$ cat src/rtl/spi_pkg.sv
// Shared SPI definitions: sender FSM states, default frame width and mode-0 SCLK idle level.
package spi_pkg;

    localparam int   SPI_DATA_W    = 8;
    localparam logic SPI_SCLK_IDLE = 1'b0;

    typedef enum logic [1:0] {
        S_IDLE,
        S_LOADED,
        S_SHIFT,
        S_DONE
    } sender_state_t;

endpackage

$ cat src/rtl/spi_sclk_div.sv
// SCLK generator: divides CLK by CLK_DIV per half-period while enabled, with toggle-edge pulses.
module spi_sclk_div
    import spi_pkg::*;
#(
    parameter int CLK_DIV = 2
) (
    input  logic CLK,
    input  logic CLR,
    input  logic EN,
    output logic SCLK,
    output logic RISE,
    output logic FALL
);

    localparam int DIV_W = (CLK_DIV > 1) ? $clog2(CLK_DIV) : 1;
    localparam logic [DIV_W-1:0] DIV_LAST = DIV_W'(CLK_DIV - 1);

    logic [DIV_W-1:0] div_cnt;
    logic             tc;

    // RISE/FALL fire in the cycle whose closing edge performs the toggle
    assign tc   = EN && (div_cnt == DIV_LAST);
    assign RISE = tc && !SCLK;
    assign FALL = tc && SCLK;

    always_ff @(posedge CLK or posedge CLR) begin
        if (CLR) begin
            div_cnt <= '0;
            SCLK    <= SPI_SCLK_IDLE;
        end else if (!EN) begin
            div_cnt <= '0;
            SCLK    <= SPI_SCLK_IDLE;
        end else if (tc) begin
            div_cnt <= '0;
            SCLK    <= ~SCLK;
        end else begin
            div_cnt <= div_cnt + 1'b1;
        end
    end

endmodule

$ cat src/rtl/spi_sender_shifter.sv
// SPI transmit shift engine: loads a byte from the control stage and shifts it out MSB-first, mode 0.
module spi_sender_shifter
    import spi_pkg::*;
#(
    parameter int DATA_W  = SPI_DATA_W,
    parameter int CLK_DIV = 2
) (
    input  logic              CLK,
    input  logic              CLR,
    input  logic              SENDER_WRITE,
    input  logic [DATA_W-1:0] DIN,
    input  logic              TE,
    output logic              SENDER_FULL_STATE,
    output logic              SENDER_EMPTY_STATE,
    output logic              SCLK,
    output logic              MOSI,
    output logic              BUSY,
    output logic              DONE,
    output logic              OVERRUN
);

    localparam int EC_W = $clog2(2 * DATA_W) + 1;
    localparam logic [EC_W-1:0] EDGE_LAST = EC_W'(2 * DATA_W - 1);

    sender_state_t     state, state_n;
    logic [DATA_W-1:0] shreg;
    logic [EC_W-1:0]   edge_cnt;
    logic              rise, fall;
    logic              sclk_en;
    logic              holding;

    assign sclk_en = (state == S_SHIFT);
    assign holding = (state == S_LOADED) || (state == S_SHIFT);

    spi_sclk_div #(
        .CLK_DIV(CLK_DIV)
    ) u_div (
        .CLK (CLK),
        .CLR (CLR),
        .EN  (sclk_en),
        .SCLK(SCLK),
        .RISE(rise),
        .FALL(fall)
    );

    always_ff @(posedge CLK or posedge CLR) begin
        if (CLR) state <= S_IDLE;
        else     state <= state_n;
    end

    always_comb begin
        state_n = state;
        unique case (state)
            S_IDLE:   if (SENDER_WRITE) state_n = S_LOADED;
            S_LOADED: if (TE) state_n = S_SHIFT;
            S_SHIFT:  if (fall && (edge_cnt == EDGE_LAST)) state_n = S_DONE;
            S_DONE:   state_n = SENDER_WRITE ? S_LOADED : S_IDLE;
            default:  state_n = S_IDLE;
        endcase
    end

    // Status outputs are registered from the next state so they line up with the state register
    always_ff @(posedge CLK or posedge CLR) begin
        if (CLR) begin
            shreg              <= '0;
            edge_cnt           <= '0;
            SENDER_FULL_STATE  <= 1'b0;
            SENDER_EMPTY_STATE <= 1'b1;
            BUSY               <= 1'b0;
            DONE               <= 1'b0;
            OVERRUN            <= 1'b0;
        end else begin
            unique case (state)
                S_IDLE, S_DONE: begin
                    if (SENDER_WRITE) shreg <= DIN;
                end
                S_LOADED: begin
                    if (TE) edge_cnt <= '0;
                end
                S_SHIFT: begin
                    if (rise || fall) edge_cnt <= edge_cnt + 1'b1;
                    if (fall) shreg <= {shreg[DATA_W-2:0], 1'b0};
                end
                default: ;
            endcase
            SENDER_FULL_STATE  <= (state_n == S_LOADED) || (state_n == S_SHIFT);
            SENDER_EMPTY_STATE <= !((state_n == S_LOADED) || (state_n == S_SHIFT));
            BUSY               <= (state_n == S_SHIFT);
            DONE               <= (state_n == S_DONE);
            OVERRUN            <= SENDER_WRITE && holding;
        end
    end

    assign MOSI = holding ? shreg[DATA_W-1] : 1'b0;

endmodule

$ cat config.mk
export PLATFORM = sky130hd
export DESIGN_NAME = spi_sender_shifter
export DESIGN_NICKNAME = d
export VERILOG_FILES = /design/src/rtl/spi_pkg.sv /design/src/rtl/spi_sclk_div.sv /design/src/rtl/spi_sender_shifter.sv
export SDC_FILE = /design/constraint.sdc
export NUM_CORES = 1
export LEC_CHECK = 0
export BUFFER_PORTS_ARGS = -buffer_cell sky130_fd_sc_hd__clkbuf_2
export CAP_MARGIN = 20
export CORE_UTILIZATION = 50
export CTS_CLUSTER_DIAMETER = 80
export DETAILED_ROUTE_END_ITERATION = 10
export PLACE_DENSITY_LB_ADDON = 0.2
export SLEW_MARGIN = 20
export SYNTH_ARGS = -nofsm -noshare
export SYNTH_HDL_FRONTEND = slang
export SYNTH_SLANG_ARGS = --single-unit
$ cat constraint.sdc
create_clock -name CLK -period 3.5 [get_ports CLK]
set_input_delay 0.7 -clock CLK [delete_from_list [all_inputs] [get_ports CLK]]
set_output_delay 0.7 -clock CLK [all_outputs]
set_load 0.005 [all_outputs]
==> key figures <==
Setup path
  – R2R Setup Slk: ~1.4 ns
  – WP data required: 2.80 ns
  – Critical Path Source Type: flip-flop
  – Critical Path Sink Type: output pin
  – CP bufs+invs: 2
  – Reg2reg start: state[0]
  – Setup crit start: state[0]
  – WP depth: 4
  – R2R cell count: 6
  – Largest stage delay on the critical path: 0.43 ns
  – Worst setup path category: reg2out
  – Crit Path Max Fanout: 5
  – CP max-delay cell: dfrtp_1
  – Cells along the critical path: inv_1 -> ha_1 -> and2_1 -> clkbuf_2
  – Top delay family on crit path: flip-flops
  – Arr. time, crit path: 1.44 ns

Route
  – DRT met1 WL: 991 um
  – DRT antenna net count: 0
  – WL met3: 51 um
  – 1st-iter DRT viols: 13
  – Via-per-instance ratio: around 5.4
  – Highest routed layer: met4
  – WL per Instance: ~13 um
  – Drt total wl: ~1900 um
  – DR vias: roughly 780
  – Met2 Wirelength: roughly 830 um
  – DRC Markers: 0
  – Initial DRT Pass Iterations: 4

Placed design
  – Port Buffers: 18
  – DP HPWL: between 1000 and 1500 um
  – GP Congestion: 0.7827

STA
  – Fin. max-slew vios: 0
  – Final setup viols: 0
  – Hold Fails Final Rpt: 0
  – Final period util: 0.6115
  – Setup TNS: 0 ns
  – Fmax achieved: roughly 470 MHz
  – Max-slew headroom: 0.4411
  – Skew final: 0.009120 ns
  – Worst-Margin Slew: 0.8374 ns
  – Min Tclk post-route: 2.140 ns
  – RSZ-0062 raised after global routing: no

Layout
  – Fraction of layout cells with a size suffix above 1: 0.3534
  – Utilization after layout: 0.5933
  – Ant diodes: 0
  – NumNets Final: about 140
  – Synthesis-to-layout area growth: 11.12%

Clock network
  – H-tree depth: 1
  – CTS tree: done
  – CTS clk-pin slew, worst paths: 0.12 ns
  – Root buf cell: clkbuf_4
  – CTS buffer count: 3
  – Worst skew pair latency: 0.30 ns
  – PostCTS Resize Cnt: 0
  – Post-CTS Setup Inserts: 0
  – Post-CTS Hold Fix Bufs: 0
  – Max clock buf depth: 2
  – Clock sinks: 22

Power and ir drop
  – VDD IR max: roughly 0.45 mV
  – Power per cell area: 791.8 nW/um^2
  – Leakage: 0.6204 nW

Synth
  – Ys Warns: 0
  – Synth Instances: 96
  – Yosys cell types: 33
  – Synth top area cells: dfrtp_1 (44%), mux2_2 (10%), ha_1 (9.5%), mux2_4 (5.1%), dfstp_2 (2.2%)
  – Synthesized area per cell: about 12 sq um
  – Post-synth EDFFs: 0
  – Ys flop type: dfrtp_1
  – Share of the synthesized area in the top cell type: 0.4449
  – Synth Register Bits: 22
  – Post-Syn Area: 1181 sq um
  – Mapped Nets: 117
  – Async S/R FF share, synth: 1.000
  – Most frequent cell after synthesis: dfrtp_1
  – Largest area contributor in the netlist: dfrtp_1
  – Post-synth top cells: dfrtp_1 (21), mux2_2 (11), ha_1 (9)
  – Sequential fraction of the synthesis area: 0.4672

Die
  – Die Area: 2561 sq um
  – FP Rows: 17
  – Initial Util: 0.5339
  – Chip width: 50.61 um
  – Die Ht: 50.61 um
  – IO Count: 19
  – CORE AREA: 2212 sq um

Global routing
  – Initial antenna violation count: 0
  – Tot GR Track Use: 0.1704
  – First-pass GRT wire length: 3236 um
  – Vias in the first global route: 776
  – Largest net degree at the start of global routing: 23
  – GR Overflow Total: 0

Flow run
  – Max-Cap Viols: 0

Min path
  – HP Class: in2async

Run status
  – Status: finished clean
-- where the power goes --
part	switching, mW	leakage [nW]	internal, mW
Sequential	0.0714	0.278	0.364
Clock	0.0737	0.0150	0.0444
Combinational	0.227	0.328	0.259
Total	0.373	0.620	0.667
-- cells by family after synthesis --
group                    Yosys count  synth area share
AND/OR/NAND/NOR                   20           0.09111
buffers and inverters             10           0.04767
flip-flops                        22            0.4672
AO/OA/AOI/OAI                     17            0.1155
XOR/XNOR                           1          0.007417
adder cells (fa/ha/maj)            9           0.09534
multiplexers                      17            0.1758
-- layout make-up --
class	count	area, sq um
Multi-Input combinational cell	64	573.1
Sequential cell	22	551.8
Timing Repair Buffer	19	97.59
Inverter	7	28.78
Tap cell	28	35.03
Fill cell	185	899.6
Clock buffer	4	26.28
-- stage by stage --
step           total power [mW]  instance area (sq um)  hold WS [ns]  cells  worst slack, ns
2_1_floorplan            0.8283                   1181        0.4604     96            1.794
3_5_place_dp             0.9300                   1286        0.4840    140            1.407
4_1_cts                   1.052                   1313        0.5191    144            1.343
3_3_place_gp             0.9198                   1286        0.4862    140            1.427
5_1_grt                   1.122                   1313        0.5316    144            1.257
6_report                  1.039                   1313        0.5188    144            1.360
-- state kept, by name, indices dropped and copies added, names as in the netlist --
name                flops
BUSY                    1
DONE                    1
OVERRUN                 1
SENDER_EMPTY_STATE      1
SENDER_FULL_STATE       1
edge_cnt                5
shreg                   8
state                   2
u_div.SCLK              1
u_div.div_cnt           1
-- final timing paths --
kind | to
min in group CLK | edge_cnt[4]
max reg2reg | SENDER_FULL_STATE
max in group asynchronous | SENDER_FULL_STATE
max | MOSI
min reg2reg | edge_cnt[4]
min | shreg[5]
-- cell usage in the layout, fill, tap and decap left out, drive strengths merged, types with 2 or more instances in the layout --
cell type,instances
clkbuf,22
o21ai,3
o22ai,2
o311ai,2
mux2,15
mux2i,2
nand3,2
ha,9
and2,3
dfrtp,21
a22o,3
nor2b,2
inv,7
nand2,4
nor2,2
nand2b,3
-- metal layers --
metal | vias to the layer above | track usage
li1 | 387 | -
met1 | 370 | 0.2302
met2 | 15 | 0.2467
met3 | 4 | 0.03333
met4 | 0 | 0.1111
met5 | - | 0
Power figures use the tool's default switching activity.
